`src/rtl/ray_pkg.sv`:
```
// Shared definitions for the ray pixel writer: Q8.24 constants, store-bus
// light slice offsets, the writer FSM states and the channel quantiser.
package ray_pkg;

  localparam int FX_FRAC = 24;
  localparam logic signed [31:0] FX_ONE = 32'sh0100_0000;

  localparam int LIGHT_R_LSB = 0;
  localparam int LIGHT_G_LSB = 32;
  localparam int LIGHT_B_LSB = 64;

  typedef enum logic [1:0] {
    ST_IDLE  = 2'd0,
    ST_RUN   = 2'd1,
    ST_DRAIN = 2'd2
  } state_e;

  // Clamp to [0,1) and scale the fraction by 255, truncating.
  function automatic logic [7:0] quantise(input logic signed [31:0] v);
    logic [31:0] prod;
    prod = {8'd0, v[FX_FRAC-1:0]} * 32'd255;
    if (v < 0) return 8'd0;
    if (v >= FX_ONE) return 8'd255;
    return prod[31:24];
  endfunction

endpackage

```
`src/rtl/ray_pixel_writer_if.sv`:
```
// Store bus from ray_core (master = core, slave = writer) and the framebuffer
// write port (master = writer, slave = memory).
interface ray_store_if;
  logic [10:0]  store_image_x;
  logic [10:0]  store_image_y;
  logic [479:0] store_diffuse_light_acc;
  logic         output_valid;

  modport master (output store_image_x, store_image_y, store_diffuse_light_acc, output_valid);
  modport slave  (input  store_image_x, store_image_y, store_diffuse_light_acc, output_valid);
endinterface

interface ray_fb_if #(parameter int ADDR_W = 19);
  logic [ADDR_W-1:0] mem_addr;
  logic [23:0]       mem_data;
  logic              mem_valid;
  logic              mem_ready;

  modport master (output mem_addr, mem_data, mem_valid, input mem_ready);
  modport slave  (input  mem_addr, mem_data, mem_valid, output mem_ready);
endinterface

```
`src/rtl/sync_fifo.sv`:
```
// Single-clock FIFO with show-ahead head data and a synchronous flush.
// A push while full is only taken if a pop frees the slot in the same cycle.
module sync_fifo #(
  parameter int WIDTH = 43,
  parameter int DEPTH = 16
) (
  input  logic                     clk,
  input  logic                     rst,
  input  logic                     flush,
  input  logic                     push,
  input  logic                     pop,
  input  logic [WIDTH-1:0]         wdata,
  output logic [WIDTH-1:0]         rdata,
  output logic                     full,
  output logic                     empty,
  output logic [$clog2(DEPTH):0]   count
);
  localparam int AW = $clog2(DEPTH);

  logic [WIDTH-1:0] mem_q [DEPTH];
  logic [AW-1:0]    wr_ptr_q, rd_ptr_q;
  logic [AW:0]      count_q;
  logic             do_push, do_pop;

  assign full    = (count_q == (AW+1)'(DEPTH));
  assign empty   = (count_q == '0);
  assign count   = count_q;
  assign do_pop  = pop && !empty;
  assign do_push = push && (!full || do_pop);
  // Gate the head so an idle port shows zeros rather than stale entries.
  assign rdata   = empty ? '0 : mem_q[rd_ptr_q];

  always_ff @(posedge clk or negedge rst) begin
    if (!rst) begin
      wr_ptr_q <= '0;
      rd_ptr_q <= '0;
      count_q  <= '0;
    end else if (flush) begin
      wr_ptr_q <= '0;
      rd_ptr_q <= '0;
      count_q  <= '0;
    end else begin
      if (do_push) wr_ptr_q <= wr_ptr_q + AW'(1);
      if (do_pop)  rd_ptr_q <= rd_ptr_q + AW'(1);
      case ({do_push, do_pop})
        2'b10:   count_q <= count_q + (AW+1)'(1);
        2'b01:   count_q <= count_q - (AW+1)'(1);
        default: count_q <= count_q;
      endcase
    end
  end

  always_ff @(posedge clk) begin
    if (do_push && !flush) mem_q[wr_ptr_q] <= wdata;
  end

endmodule

```
`src/rtl/ray_pixel_writer.sv`:
```
// Accepts finished pixels from the ray core, quantises to RGB888, forms the
// framebuffer address and queues writes toward a valid/ready memory port.
module ray_pixel_writer
  import ray_pkg::*;
#(
  parameter int IMAGE_W    = 640,
  parameter int IMAGE_H    = 480,
  parameter int ADDR_W     = 19,
  parameter int FIFO_DEPTH = 16
) (
  input  logic              clk,
  input  logic              rst,
  input  logic              frame_start,
  ray_store_if.slave        store,
  ray_fb_if.master          mem,
  output logic              busy,
  output logic              frame_done,
  output logic              overflow,
  output logic              range_err,
  output logic [ADDR_W-1:0] pixel_count
);
  localparam int PIX_TOTAL = IMAGE_W * IMAGE_H;
  localparam int FW        = ADDR_W + 24;
  localparam int CW        = $clog2(FIFO_DEPTH) + 1;

  state_e            state_q, state_d;
  logic              s1_valid_q, s2_valid_q;
  logic [10:0]       s1_x_q, s1_y_q;
  logic [23:0]       s1_rgb_q, s2_rgb_q;
  logic [ADDR_W-1:0] s2_addr_q, pixel_count_q;
  logic              overflow_q, range_err_q;
  logic              accept, in_range, take, bad, pop;
  logic              fifo_full, fifo_empty;
  logic [CW-1:0]     fifo_count;
  logic [FW-1:0]     fifo_rdata;
  logic [23:0]       rgb_in;
  logic [ADDR_W-1:0] addr_s1;
  logic              unused_bits;

  assign unused_bits = ^{store.store_diffuse_light_acc[479:96], fifo_count};

  assign accept   = (state_q == ST_RUN) && store.output_valid && !frame_start;
  assign in_range = (32'(store.store_image_x) < IMAGE_W) && (32'(store.store_image_y) < IMAGE_H);
  assign take     = accept && in_range;
  assign bad      = accept && !in_range;

  assign rgb_in = {quantise(store.store_diffuse_light_acc[LIGHT_R_LSB +: 32]),
                   quantise(store.store_diffuse_light_acc[LIGHT_G_LSB +: 32]),
                   quantise(store.store_diffuse_light_acc[LIGHT_B_LSB +: 32])};
  assign addr_s1 = ADDR_W'(s1_y_q) * ADDR_W'(IMAGE_W) + ADDR_W'(s1_x_q);

  assign pop           = mem.mem_valid && mem.mem_ready;
  assign mem.mem_valid = !fifo_empty;
  assign mem.mem_addr  = fifo_rdata[FW-1:24];
  assign mem.mem_data  = fifo_rdata[23:0];

  assign busy        = (state_q != ST_IDLE);
  assign overflow    = overflow_q;
  assign range_err   = range_err_q;
  assign pixel_count = pixel_count_q;

  always_comb begin
    state_d    = state_q;
    frame_done = 1'b0;
    case (state_q)
      ST_RUN:
        if (take && (int'(pixel_count_q) + 1 == PIX_TOTAL)) state_d = ST_DRAIN;
      ST_DRAIN:
        if (!s1_valid_q && !s2_valid_q && fifo_empty) begin
          state_d    = ST_IDLE;
          frame_done = 1'b1;
        end
      default: ;
    endcase
    if (frame_start) begin
      state_d    = ST_RUN;
      frame_done = 1'b0;
    end
  end

  always_ff @(posedge clk or negedge rst) begin
    if (!rst) begin
      state_q       <= ST_IDLE;
      s1_valid_q    <= 1'b0;
      s1_x_q        <= '0;
      s1_y_q        <= '0;
      s1_rgb_q      <= '0;
      s2_valid_q    <= 1'b0;
      s2_addr_q     <= '0;
      s2_rgb_q      <= '0;
      pixel_count_q <= '0;
      overflow_q    <= 1'b0;
      range_err_q   <= 1'b0;
    end else begin
      state_q <= state_d;
      if (frame_start) begin
        s1_valid_q    <= 1'b0;
        s2_valid_q    <= 1'b0;
        pixel_count_q <= '0;
        overflow_q    <= 1'b0;
        range_err_q   <= 1'b0;
      end else begin
        s1_valid_q <= take;
        if (take) begin
          s1_x_q   <= store.store_image_x;
          s1_y_q   <= store.store_image_y;
          s1_rgb_q <= rgb_in;
        end
        s2_valid_q <= s1_valid_q;
        if (s1_valid_q) begin
          s2_addr_q <= addr_s1;
          s2_rgb_q  <= s1_rgb_q;
        end
        if (take) pixel_count_q <= pixel_count_q + ADDR_W'(1);
        if (bad) range_err_q <= 1'b1;
        // The pixel is already counted; only the write is lost.
        if (s2_valid_q && fifo_full && !pop) overflow_q <= 1'b1;
      end
    end
  end

  sync_fifo #(
    .WIDTH (FW),
    .DEPTH (FIFO_DEPTH)
  ) u_fifo (
    .clk   (clk),
    .rst   (rst),
    .flush (frame_start),
    .push  (s2_valid_q),
    .pop   (pop),
    .wdata ({s2_addr_q, s2_rgb_q}),
    .rdata (fifo_rdata),
    .full  (fifo_full),
    .empty (fifo_empty),
    .count (fifo_count)
  );

endmodule

```
`src/flat_wrapper.sv`:
```
// flat-port wrapper written by rule: the top's interface ports become plain ports
module ray_pixel_writer_flat import ray_pkg::*;
#(
  parameter int IMAGE_W    = 640,
  parameter int IMAGE_H    = 480,
  parameter int ADDR_W     = 19,
  parameter int FIFO_DEPTH = 16
)
  (clk, rst, frame_start, busy, frame_done, overflow, range_err, pixel_count, store_store_image_x, store_store_image_y, store_store_diffuse_light_acc, store_output_valid, mem_mem_addr, mem_mem_data, mem_mem_valid, mem_mem_ready);
  ray_store_if store_i ();
  ray_fb_if #(.ADDR_W(ADDR_W)) mem_i ();
  input  logic clk;
  input  logic rst;
  input  logic frame_start;
  output logic busy;
  output logic frame_done;
  output logic overflow;
  output logic range_err;
  output logic [ADDR_W-1:0] pixel_count;
  input wire logic [$bits(store_i.store_image_x)-1:0] store_store_image_x;
  input wire logic [$bits(store_i.store_image_y)-1:0] store_store_image_y;
  input wire logic [$bits(store_i.store_diffuse_light_acc)-1:0] store_store_diffuse_light_acc;
  input wire logic [$bits(store_i.output_valid)-1:0] store_output_valid;
  output wire logic [$bits(mem_i.mem_addr)-1:0] mem_mem_addr;
  output wire logic [$bits(mem_i.mem_data)-1:0] mem_mem_data;
  output wire logic [$bits(mem_i.mem_valid)-1:0] mem_mem_valid;
  input wire logic [$bits(mem_i.mem_ready)-1:0] mem_mem_ready;
  assign store_i.store_image_x = store_store_image_x;
  assign store_i.store_image_y = store_store_image_y;
  assign store_i.store_diffuse_light_acc = store_store_diffuse_light_acc;
  assign store_i.output_valid = store_output_valid;
  assign mem_mem_addr = mem_i.mem_addr;
  assign mem_mem_data = mem_i.mem_data;
  assign mem_mem_valid = mem_i.mem_valid;
  assign mem_i.mem_ready = mem_mem_ready;
  ray_pixel_writer #(.IMAGE_W(IMAGE_W), .IMAGE_H(IMAGE_H), .ADDR_W(ADDR_W), .FIFO_DEPTH(FIFO_DEPTH)) u_core (.clk(clk), .rst(rst), .frame_start(frame_start), .store(store_i), .mem(mem_i), .busy(busy), .frame_done(frame_done), .overflow(overflow), .range_err(range_err), .pixel_count(pixel_count));
endmodule
```
`config.mk`:
```
export PLATFORM = sky130hd
export DESIGN_NAME = ray_pixel_writer_flat
export DESIGN_NICKNAME = d
export VERILOG_FILES = /design/src/rtl/ray_pkg.sv /design/src/rtl/ray_pixel_writer_if.sv /design/src/rtl/sync_fifo.sv /design/src/rtl/ray_pixel_writer.sv /design/src/flat_wrapper.sv
export SDC_FILE = /design/constraint.sdc
export NUM_CORES = 2
export LEC_CHECK = 0
export BUFFER_PORTS_ARGS = -buffer_cell sky130_fd_sc_hd__buf_2
export CAP_MARGIN = 10
export CORE_ASPECT_RATIO = 1.75
export CORE_MARGIN = 2
export CORE_UTILIZATION = 50
export DETAILED_ROUTE_END_ITERATION = 10
export PLACE_DENSITY = 0.75
export SYNTH_ARGS = -nofsm -noshare
export SYNTH_HDL_FRONTEND = slang
export SYNTH_SLANG_ARGS = --single-unit
```
`constraint.sdc`:
```
create_clock -name clk -period 8.8 [get_ports clk]
set_input_delay 0.44 -clock clk [delete_from_list [all_inputs] [get_ports clk]]
set_output_delay 0.44 -clock clk [all_outputs]
set_load 0.01 [all_outputs]
```
==> impl_metrics.tcl <==
set metrics [dict create \
    status "finished, final reports clean" \
    postSynthAreaPerCell_um2 15.6 \
    grt_use_total_pct 22.3 \
    crit_fanout 123 \
    leakagePower_uw 0.0187 \
    hold_end "u_core.s1_x_q[4]" \
    gp_congestion 0.880 \
    portBuffers 189 \
    yosysSeqAreaShare_pct 54.4 \
    hold_start "store_store_image_x[4]" \
    period_minus_slack_ns 4.72 \
    syn_area_mm2 0.0438 \
    seq_area_mm2 0.0239 \
    ys.flop_type "edfxtp_1" \
    hold_viol 0 \
    drc 0 \
    fin_hold_ws_ns 0.0317 \
    dp_hpwl_um 61700 \
    die_area_mm2 0.0902 \
    cts_resized 0 \
    cts_tree "done" \
    wl_met1_um 37200 \
    coreArea_mm2 0.0868 \
    place_area_mm2 0.0463 \
    layout_commonest_cell "edfxtp_1" \
    rrSetupSlack_ns 5.27 \
    synth_top_area_cell "edfxtp_1" \
    max-vdd-ir-drop_mv 0.253 \
    die_h_um 396 \
    cp-end-kind "output port" \
    placed_cells 4108 \
    dr.pass1.iters 5 \
    combPwrFrac_pct 39.0 \
    final_cell_area_mm2 0.0490 \
    multiInputGateArea_mm2 0.0184 \
    area_delta_synth_final_pct 11.7 \
    first_iter_violations 1836 \
    fin_setup_tns_ns 0 \
    period_share_pct 53.7 \
    r2r_end "u_core.u_fifo.count[4]" \
    boundaryPins 574 \
    finClkSkew_ns 0.0253 \
    highest_layer "met4" \
    clock_power_share_pct 26.0 \
    grt_setup_unrepaired "false" \
    tightest_slew_ns 1.11 \
    stdcell_count 4259 \
    cts_inserted_buffers 76 \
    synth.area.top_cells "edfxtp_1 (47%), fa_1 (15%), mux4_2 (11%)" \
    p_int_uw 8740 \
    max_freq_mhz 212 \
    cts_setup_buffers 0 \
    ys_types 67 \
    r2r_cells 11 \
    rows 143 \
    synth_enable_flop_cells 688 \
    cts_sinks 815 \
    die_x_um 228 \
    grt_pass1_wl_um 152000 \
    drive_gt1_share_pct 18.9 \
    ys_async_sr_fraction_pct 15.6 \
    drt-total-wl_um 98500 \
    antenna_found_initial 0 \
    slew_headroom_pct 25.9 \
    ant_nets 0 \
    wl_per_cell_um 23.1 \
    via_per_inst 5.68 \
    clkSlewWorstSetupHoldPaths_ns 0.07 \
    p_seq_share_pct 35.0 \
    startpoint_type "flip-flop" \
    whs_path_depth 3 \
    grt_max_degree 124 \
    vias 24200 \
    synth_cells 2815 \
    cp.arrival_ns 4.28 \
    power_density_mw_per_mm2 269 \
    syn-num-nets 3842 \
    drv_slew 0 \
    switching_power_uw 4440 \
    layout_common_cells "edfxtp_1 (688), inv_1 (362), fa_1 (330)" \
    switching_share_pct 33.7 \
    cts_hold_buf 9 \
    wl_met2_um 52800 \
    crit_required_ns 8.36 \
    finalPower_uw 13200 \
    synth_seq_cells 815 \
    fin_nets 4062 \
    met3WireLength_um 5850 \
    grt_pass1_vias 26100 \
    clk_latency_ns 0.63 \
    grt_remaining_overflow 0 \
    reg2reg_from "u_core.u_fifo.count[0]" \
    root_buffer "clkbuf_16" \
    setup_viol_count_final 0 \
    synth_top_area_share_pct 47.1 \
    yosysWarnings 0 \
    fillers 6685 \
    hold_class "input port to flip-flop" \
    htreeDepth 3 \
    initial_utilization_pct 50.5 \
    clockBufferDepth 3 \
    cap_violations 0 \
    critPathKind "flip-flop to output port" \
]
worst max-delay path, stage by stage (launching register included):
cell and delay, ns:
dfrtp_4 1.13, buf_12 0.73, mux4_2 0.67, mux4_2 0.54
and2_1 0.18, buf_2 0.13
state kept, by name, summed over array words and instances, names as in the netlist:
signal,cells
u_core.s1_x_q,11
u_core.u_fifo.mem_q,688
u_core.s2_valid_q,1
u_core.state_q,2
u_core.s2_addr_q,19
u_core.u_fifo.rd_ptr_q,4
u_core.s1_rgb_q,24
u_core.u_fifo.count,5
u_core.s2_rgb_q,24
u_core.s1_valid_q,1
u_core.u_fifo.wr_ptr_q,4
u_core.s1_y_q,11
u_core.overflow,1
u_core.range_err,1
u_core.pixel_count,19
kinds of logic after synthesis:
group / count (synthesis) / share of synthesized area, %
buffers and inverters: 449 / 3.89
AOI/OAI and AO/OA: 248 / 3.52
adders and majority gates: 520 / 20.5
and+or+nand+nor: 503 / 5.37
muxes: 220 / 11.2
DFF: 815 / 54.4
xor gates and xnor gates: 60 / 1.20
worst max path at each step:
stage | from | to | slack [ns] | cells after the start
2_1_floorplan | store_store_diffuse_light_acc[80] | u_core.s1_rgb_q[4] | 4.11 | 15
3_3_place_gp | store_store_diffuse_light_acc[80] | u_core.s1_rgb_q[7] | 3.49 | 16
3_5_place_dp | store_store_diffuse_light_acc[43] | u_core.s1_rgb_q[15] | 3.48 | 16
4_1_cts | u_core.u_fifo.rd_ptr_q[0] | mem_mem_addr[12] | 3.99 | 5
5_1_grt | store_store_diffuse_light_acc[86] | u_core.s1_rgb_q[7] | 3.70 | 16
6_report | u_core.u_fifo.rd_ptr_q[0] | mem_mem_addr[17] | 4.08 | 5
cells in the mapped netlist (all sizes together) (10+ instances only):
| cell | count |
|---|---|
| nand4 | 22 |
| nor3 | 20 |
| nor2 | 90 |
| a21oi | 93 |
| fa | 330 |
| ha | 190 |
| a211oi | 11 |
| inv | 362 |
| o21ai | 48 |
| and2 | 53 |
| mux4 | 215 |
| buf | 28 |
| a21o | 21 |
| clkbuf | 56 |
| xnor2 | 38 |
| nand3 | 31 |
| edfxtp | 688 |
| or3 | 15 |
| nor2b | 10 |
| o211ai | 10 |
| nand2 | 222 |
| dfrtp | 127 |
| xor2 | 22 |
cell type report:
class / count / share of cell area (%)
Antenna cell: 1 / 0.00511
Clock buffer: 102 / 4.36
Clock inverter: 39 / 0.968
Inverter: 365 / 2.80
Multi-Input combinational cell: 1551 / 37.6
Sequential cell: 815 / 48.7
Tap cell: 1160 / 2.96
Timing Repair Buffer: 226 / 2.58
power by group through the flow:
stage               combinational, uW  sequential (uW)  clock [uW]
floorplan                        3930             4540           0
global placement                 5090             4680           0
detailed placement               5190             4690           0
CTS                              5230             4610        3480
global route                     5840             4640        3610
finish                           5140             4610        3430
stage by stage:
step / setup WS (ns) / utilization (%)
6_report: 4.08 / 56.4
5_1_grt: 3.70 / 56.4
4_1_cts: 3.99 / 56.4
3_5_place_dp: 3.48 / 53.3
3_3_place_gp: 3.49 / 53.3
2_1_floorplan: 4.11 / -
per-layer routing:
metal,vias to the layer above,global-route usage [%]
met5,-,0
met4,0,7.21
met3,159,2.91
met2,887,40.6
met1,12600,27.5
li1,10600,-
No activity file was read; power rests on OpenSTA's default activity.
